--- config.mk ---
export PLATFORM = sky130hd
export DESIGN_NAME = seq_divider_flat
export DESIGN_NICKNAME = d
export VERILOG_FILES = /design/src/rtl/seq_divider_pkg.sv /design/src/rtl/seq_divider_if.sv /design/src/rtl/seq_divider_sub.sv /design/src/rtl/seq_divider.sv /design/src/flat_wrapper.sv
export SDC_FILE = /design/constraint.sdc
export NUM_CORES = 1
export LEC_CHECK = 0
export CAP_MARGIN = 40
export CORE_AREA = 2 2 121 123
export CTS_CLUSTER_DIAMETER = 30
export DETAILED_ROUTE_END_ITERATION = 10
export DIE_AREA = 0 0 123 125
export PLACE_DENSITY = 0.92
export SLEW_MARGIN = 20
export SYNTH_ARGS = -nofsm -noshare
export SYNTH_HDL_FRONTEND = slang
export SYNTH_SLANG_ARGS = --single-unit
--- constraint.sdc ---
create_clock -name clk -period 5.25 [get_ports clk]
set_input_delay 0.7875 -clock clk [delete_from_list [all_inputs] [get_ports clk]]
set_output_delay 0.7875 -clock clk [all_outputs]
set_load 0.02 [all_outputs]
--- src/rtl/seq_divider_pkg.sv ---
// Shared definitions for the iterative restoring divider: FSM state encoding
// and the iteration-counter width helper.
package seq_divider_pkg;

    typedef enum logic [1:0] {
        IDLE   = 2'd0,
        RUN    = 2'd1,
        FINISH = 2'd2
    } state_t;

    // Counter holds N down to 1, so it needs one bit beyond $clog2(N).
    function automatic int cnt_width(input int n);
        return $clog2(n) + 1;
    endfunction

endpackage

--- src/rtl/seq_divider_if.sv ---
// Start/busy/done handshake and operand/result bus of the sequential divider.
interface seq_divider_if #(
    parameter int N = 32
);
    logic         start;
    logic [N-1:0] dividend;
    logic [N-1:0] divisor;
    logic         busy;
    logic         done;
    logic [N-1:0] quotient;
    logic [N-1:0] remainder;
    logic         div_by_zero;

    modport master (
        output start, dividend, divisor,
        input  busy, done, quotient, remainder, div_by_zero
    );

    modport slave (
        input  start, dividend, divisor,
        output busy, done, quotient, remainder, div_by_zero
    );
endinterface

--- src/rtl/seq_divider_sub.sv ---
// Combinational N-bit subtractor (a - b) built from 4-bit carry-lookahead
// groups; N must be a multiple of 4.
module seq_divider_sub #(
    parameter int N = 8
) (
    input  logic [N-1:0] a,
    input  logic [N-1:0] b,
    output logic [N-1:0] diff
);
    localparam int GROUPS = N / 4;

    logic [N-1:0]    b_inv;
    logic [N-1:0]    gen;
    logic [N-1:0]    prop;
    logic [GROUPS:0] carry;

    // a - b == a + ~b + 1, so the chain starts with a carry-in of one.
    assign b_inv    = ~b;
    assign gen      = a & b_inv;
    assign prop     = a ^ b_inv;
    assign carry[0] = 1'b1;

    for (genvar gi = 0; gi < GROUPS; gi++) begin : g_grp
        logic [3:0] g4;
        logic [3:0] p4;
        logic [4:0] c4;

        assign g4    = gen[gi*4 +: 4];
        assign p4    = prop[gi*4 +: 4];
        assign c4[0] = carry[gi];
        assign c4[1] = g4[0] | (p4[0] & c4[0]);
        assign c4[2] = g4[1] | (p4[1] & g4[0]) | (p4[1] & p4[0] & c4[0]);
        assign c4[3] = g4[2] | (p4[2] & g4[1]) | (p4[2] & p4[1] & g4[0])
                     | (p4[2] & p4[1] & p4[0] & c4[0]);
        assign c4[4] = g4[3] | (p4[3] & g4[2]) | (p4[3] & p4[2] & g4[1])
                     | (p4[3] & p4[2] & p4[1] & g4[0])
                     | (p4[3] & p4[2] & p4[1] & p4[0] & c4[0]);

        assign diff[gi*4 +: 4] = p4 ^ c4[3:0];
        assign carry[gi+1]     = c4[4];
    end
endmodule

--- src/rtl/seq_divider.sv ---
// Iterative unsigned restoring divider: one shared subtractor sequenced over
// N cycles, with a start/busy/done handshake and divide-by-zero flag.
module seq_divider
    import seq_divider_pkg::*;
#(
    parameter int N = 32
) (
    input  logic         clk,
    input  logic         reset,
    seq_divider_if.slave bus
);
    localparam int CNT_W = cnt_width(N);
    localparam int SUB_W = N + 4;

    state_t           state;
    state_t           state_nxt;
    logic             accept;
    logic             zero_div;
    logic             last_iter;
    logic [CNT_W-1:0] cnt;
    logic [N-1:0]     q_sh;
    logic [N-1:0]     r_part;
    logic [N-1:0]     dvs;
    logic             dbz_pend;
    logic [N:0]       trial;
    logic [SUB_W-1:0] sub_a;
    logic [SUB_W-1:0] sub_b;
    logic [SUB_W-1:0] sub_diff;
    logic             no_borrow;
    logic             sub_unused;
    logic             busy_q;
    logic             done_q;
    logic             dbz_q;
    logic [N-1:0]     quo_q;
    logic [N-1:0]     rem_q;

    // The partial remainder is always below the divisor, so its top bit is
    // never set and only N bits are stored; the trial value is N+1 bits.
    assign zero_div   = (bus.divisor == '0);
    assign last_iter  = (cnt == CNT_W'(1));
    assign trial      = {r_part, q_sh[N-1]};
    assign sub_a      = {3'b000, trial};
    assign sub_b      = {4'b0000, dvs};
    assign no_borrow  = ~sub_diff[N];
    assign sub_unused = ^sub_diff[SUB_W-1:N+1];

    seq_divider_sub #(.N(SUB_W)) u_sub (
        .a    (sub_a),
        .b    (sub_b),
        .diff (sub_diff)
    );

    always_comb begin
        state_nxt = state;
        accept    = 1'b0;
        unique case (state)
            IDLE: begin
                if (bus.start) begin
                    accept    = 1'b1;
                    state_nxt = zero_div ? FINISH : RUN;
                end
            end
            RUN:     if (last_iter) state_nxt = FINISH;
            FINISH:  state_nxt = IDLE;
            default: state_nxt = IDLE;
        endcase
    end

    always_ff @(posedge clk) begin
        if (reset) state <= IDLE;
        else       state <= state_nxt;
    end

    always_ff @(posedge clk) begin
        if (reset) begin
            busy_q   <= 1'b0;
            done_q   <= 1'b0;
            dbz_q    <= 1'b0;
            quo_q    <= '0;
            rem_q    <= '0;
            cnt      <= '0;
            dbz_pend <= 1'b0;
        end else begin
            done_q <= 1'b0;
            if (accept) begin
                busy_q   <= 1'b1;
                dbz_q    <= 1'b0;
                cnt      <= CNT_W'(N);
                dbz_pend <= zero_div;
            end else if (state == RUN && !last_iter) begin
                cnt <= cnt - CNT_W'(1);
            end
            // A zero-divisor request skips RUN, so q_sh still holds the dividend.
            if (state == FINISH) begin
                busy_q <= 1'b0;
                done_q <= 1'b1;
                dbz_q  <= dbz_pend;
                quo_q  <= dbz_pend ? '1   : q_sh;
                rem_q  <= dbz_pend ? q_sh : r_part;
            end
        end
    end

    always_ff @(posedge clk) begin
        if (accept) begin
            q_sh   <= bus.dividend;
            r_part <= '0;
            dvs    <= bus.divisor;
        end else if (state == RUN) begin
            r_part <= no_borrow ? sub_diff[N-1:0] : trial[N-1:0];
            q_sh   <= {q_sh[N-2:0], no_borrow};
        end
    end

    assign bus.busy        = busy_q;
    assign bus.done        = done_q;
    assign bus.div_by_zero = dbz_q;
    assign bus.quotient    = quo_q;
    assign bus.remainder   = rem_q;
endmodule

--- src/flat_wrapper.sv ---
// flat-port wrapper written by rule: the top's interface ports become plain ports
module seq_divider_flat import seq_divider_pkg::*;
#(
    parameter int N = 32
)
  (clk, reset, bus_start, bus_dividend, bus_divisor, bus_busy, bus_done, bus_quotient, bus_remainder, bus_div_by_zero);
  seq_divider_if #(.N(N)) bus_i ();
  input  logic clk;
  input  logic reset;
  input wire logic [$bits(bus_i.start)-1:0] bus_start;
  input wire logic [$bits(bus_i.dividend)-1:0] bus_dividend;
  input wire logic [$bits(bus_i.divisor)-1:0] bus_divisor;
  output wire logic [$bits(bus_i.busy)-1:0] bus_busy;
  output wire logic [$bits(bus_i.done)-1:0] bus_done;
  output wire logic [$bits(bus_i.quotient)-1:0] bus_quotient;
  output wire logic [$bits(bus_i.remainder)-1:0] bus_remainder;
  output wire logic [$bits(bus_i.div_by_zero)-1:0] bus_div_by_zero;
  assign bus_i.start = bus_start;
  assign bus_i.dividend = bus_dividend;
  assign bus_i.divisor = bus_divisor;
  assign bus_busy = bus_i.busy;
  assign bus_done = bus_i.done;
  assign bus_quotient = bus_i.quotient;
  assign bus_remainder = bus_i.remainder;
  assign bus_div_by_zero = bus_i.div_by_zero;
  seq_divider #(.N(N)) u_core (.clk(clk), .reset(reset), .bus(bus_i));
endmodule
==> summary.txt <==
Critical path start-end classification = reg -> reg
Dominant register cell in the synthesized netlist = sky130_fd_sc_hd__dfxtp_1
Die area = 0.0154 mm^2
Final hold violations = 0
Number of design rule violations left after detail routing = 0
Static leakage = 3.92 nW
Ports = 134
Period utilization = 69.4%
Initial cell density of the core = 56.4%
Number of gates given a new drive strength after cts = 0
Fraction of final layout cells with drive strength greater than 1 = 5.45%
Number of global-route vias before repair = 6267
CTS tree = built
Cell variety after synth = 50
Multiplexer area fraction after synthesis = 7.75%
Overall fraction of global-route tracks in use = 26.3%
CTS max path bufs = 2
Seq cells post-synth = 172
Crit path DAT = 3.96 ns
Area fraction in compound gates after synthesis = 12.6%
Basic-gate share of the synthesized area counting and, or, nand and nor cells = 13.9%
Data required time of the critical path = 5.57 ns
Port Buf Inserts = 133
Post-synth net total = 943
Vias per cell = 5.61
Drt pass-1 iters = 5
Core ar. = 0.0142 mm^2
Cell internal power dissipation = 3.12 mW
Power, Total = 4.67 mW
Total Nets Final = 1068
Slew at the pin closest to its max-slew limit = 0.791 ns
Post-route core utilization = 71.8%
Xor-xnor portion of the synthesized cell area = 2.95%
Combinational family with the most area after synthesis = simple AND/OR/NAND/NOR gates
Total via count after detailed routing = 6495
First-pass GRT wire length = 31200 um
Initial drt markers = 604
Clock group share of total power = 28.1%
Last weighted congestion value of the routability-driven placer = 0.924
Horizontal die dimension = 123 um
Syn Inst Count = 834
Share of the yosys chip area belonging to registers = 51.0%
Power dissipated by switching net loads = 1.56 mW
Average cell area after synthesis = 9.61 um^2
Register share of total power = 39.5%
Max capacitance violation total = 0
Area grow syn2layout = 27.3%
Final setup vio count = 0
Count of hold buffers inserted by post-cts repair = 0
Net switching fraction of the power = 33.3%
Netlist area before placement = 0.00801 mm^2
Final Critical Period = 3.65 ns
Max transition margin = 47.3%
Pin count of the biggest net entering global routing = 72
Clk_lat worst skew = 0.43 ns
Reg2Reg Setup Slack = 1.60 ns
YS warnings = 0
EDFF count, synth = 64
Overflow after GRT = 0
Max H-tree Level = 4
Die height = 125 um
Setup TNS = 0 ns
Maximum achievable frequency = 0.274 GHz
Worst clock skew = 0.00739 ns
Sinks on the clock net = 172
Number of antenna violations at the first check in global routing = 1
Async S/R FF share, synth = 0%
Maximum vdd drop = 0.000302 V
Maximum fanout encountered on the critical timing path = 23
Outcome = finished, final reports clean
DP HPWL = 13600 um
Number of buffers created by CTS = 17
Site Rows = 44
Wire length reported by the detailed router = 19400 um
Worst Setup Start Kind = flip-flop
Number of pins exceeding their max-slew limit in the final report = 0
Routed Antenna Nets = 0
Post-detailed-route wirelength per cell = 16.8 um
Setup fix buffers added after clock tree synthesis = 0
Cell Pwr Density = 458 mW/mm^2
Share of power burned in combinational logic = 32.4%
RSZ-0062 raised after global routing = no
Sort of element at the end of the critical path = flip-flop
Clk slew on worst S/H paths = 0.06 ns
Path class of the lowest-slack min-delay path = reg -> reg
Clock Root Buffer = sky130_fd_sc_hd__clkbuf_16
Fraction of the mapped netlist area in adder cells = 7.21%
## per-layer routing
layer	global-route usage, %	wire length, um	share of wire (%)
met3	6.34	1430	7.4
met4	11.4	626	3.2
met5	0	0	0
met2	40.8	8910	46
met1	35.1	8450	44
## cells in the mapped netlist, types with 4 or more instances
cell | instances | area share, %
sky130_fd_sc_hd__nand2_1 | 191 | 8.9
sky130_fd_sc_hd__dfxtp_1 | 108 | 27
sky130_fd_sc_hd__o21ai_0 | 83 | 5.2
sky130_fd_sc_hd__edfxtp_1 | 64 | 24
sky130_fd_sc_hd__mux2i_1 | 62 | 7.7
sky130_fd_sc_hd__inv_1 | 52 | 2.4
sky130_fd_sc_hd__nor2_1 | 47 | 2.2
sky130_fd_sc_hd__ha_1 | 35 | 5.5
sky130_fd_sc_hd__clkbuf_1 | 32 | 1.5
sky130_fd_sc_hd__a21oi_1 | 22 | 1.4
sky130_fd_sc_hd__xnor2_1 | 17 | 1.9
sky130_fd_sc_hd__nor3_1 | 10 | 0.62
sky130_fd_sc_hd__xor2_1 | 10 | 1.1
sky130_fd_sc_hd__a22o_1 | 9 | 0.98
sky130_fd_sc_hd__nor4_1 | 9 | 0.70
sky130_fd_sc_hd__o22ai_1 | 9 | 0.70
sky130_fd_sc_hd__fa_1 | 7 | 1.7
sky130_fd_sc_hd__o21a_1 | 6 | 0.56
sky130_fd_sc_hd__a21o_1 | 5 | 0.47
sky130_fd_sc_hd__nand3_1 | 5 | 0.31
sky130_fd_sc_hd__buf_1 | 4 | 0.19
sky130_fd_sc_hd__o21ai_1 | 4 | 0.25
## layout make-up
cell class                      instances  area, um^2
Fill cell                            1019        4000
Sequential cell                       172        4090
Tap cell                              184         230
Antenna cell                            1        2.50
Timing Repair Buffer                  145        1490
Inverter                               54         203
Clock inverter                         11         136
Multi-Input combinational cell        569        3570
Clock buffer                           21         483
## power groups by stage
stage / Sequential, mW / Clock, mW / Combinational (mW)
after floorplan: 1.80 / 0 / 1.15
after global placement: 1.86 / 0 / 1.42
after detailed placement: 1.87 / 0 / 1.48
after CTS: 1.84 / 1.32 / 1.50
after global routing: 1.87 / 1.38 / 1.67
final: 1.85 / 1.31 / 1.52
## worst max-delay path, cell delays in order (launching register included)
cell	delay, ns
sky130_fd_sc_hd__dfxtp_1	0.35
sky130_fd_sc_hd__ha_1	0.36
sky130_fd_sc_hd__nand3_1	0.16
sky130_fd_sc_hd__nor3_1	0.32
sky130_fd_sc_hd__nand2_1	0.16
sky130_fd_sc_hd__o221ai_4	0.32
sky130_fd_sc_hd__a21oi_4	0.11
sky130_fd_sc_hd__o21a_1	0.22
sky130_fd_sc_hd__o311ai_4	0.64
sky130_fd_sc_hd__buf_4	0.48
sky130_fd_sc_hd__nor2_1	0.09
sky130_fd_sc_hd__a311o_1	0.32
## cells by family (layout without fill, tap and decap cells)
| family | Yosys count | in the layout |
|---|---|---|
| flip-flops | 172 | 172 |
| buffers and inverters | 93 | 231 |
| adder cells (fa/ha/maj) | 42 | 42 |
| other | 0 | 1 |
| AO/OA/AOI/OAI | 162 | 162 |
| AND/OR/NAND/NOR | 276 | 276 |
| multiplexers | 62 | 62 |
| XOR/XNOR | 27 | 27 |
## flip-flops by register name, indices dropped and copies added, names as in the netlist, 2 cells and up
signal / flops
u_core.bus.quotient: 32
u_core.bus.remainder: 32
u_core.dvs: 32
u_core.q_sh: 32
u_core.r_part: 32
u_core.cnt: 6
u_core.state: 2
## stage by stage
stage	hold WS (ns)	worst slack, ns	instance area, um^2	std cells
5_1_grt	0.490	1.40	10200	1156
3_3_place_gp	0.433	1.71	9480	1119
6_report	0.455	1.60	10200	1157
4_1_cts	0.457	1.63	10200	1154
3_5_place_dp	0.442	1.66	9540	1122
2_1_floorplan	0.457	2.41	8010	834
## layout by cell type, fill, tap and decap left out, types with 10 or more instances in the layout
cell type / netlist / final
sky130_fd_sc_hd__nand2_1: 191 / 191
sky130_fd_sc_hd__dfxtp_1: 108 / 107
sky130_fd_sc_hd__clkbuf_16: 0 / 19
sky130_fd_sc_hd__clkdlybuf4s50_1: 0 / 133
sky130_fd_sc_hd__mux2i_1: 62 / 62
sky130_fd_sc_hd__edfxtp_1: 64 / 64
sky130_fd_sc_hd__xnor2_1: 17 / 17
sky130_fd_sc_hd__o21ai_0: 83 / 83
sky130_fd_sc_hd__nor2_1: 47 / 47
sky130_fd_sc_hd__xor2_1: 10 / 10
sky130_fd_sc_hd__inv_1: 52 / 51
sky130_fd_sc_hd__nor3_1: 10 / 10
sky130_fd_sc_hd__a21oi_1: 22 / 21
sky130_fd_sc_hd__ha_1: 35 / 35
## final timing paths
path                            from                 endpoint  cells after the start
min          u_core.bus.quotient[23]  u_core.bus.quotient[23]                      2
min reg2reg  u_core.bus.quotient[23]  u_core.bus.quotient[23]                      2
max reg2reg        u_core.r_part[12]        u_core.r_part[30]                     11
max                u_core.r_part[12]        u_core.r_part[30]                     11
Power figures use the tool's default switching activity.
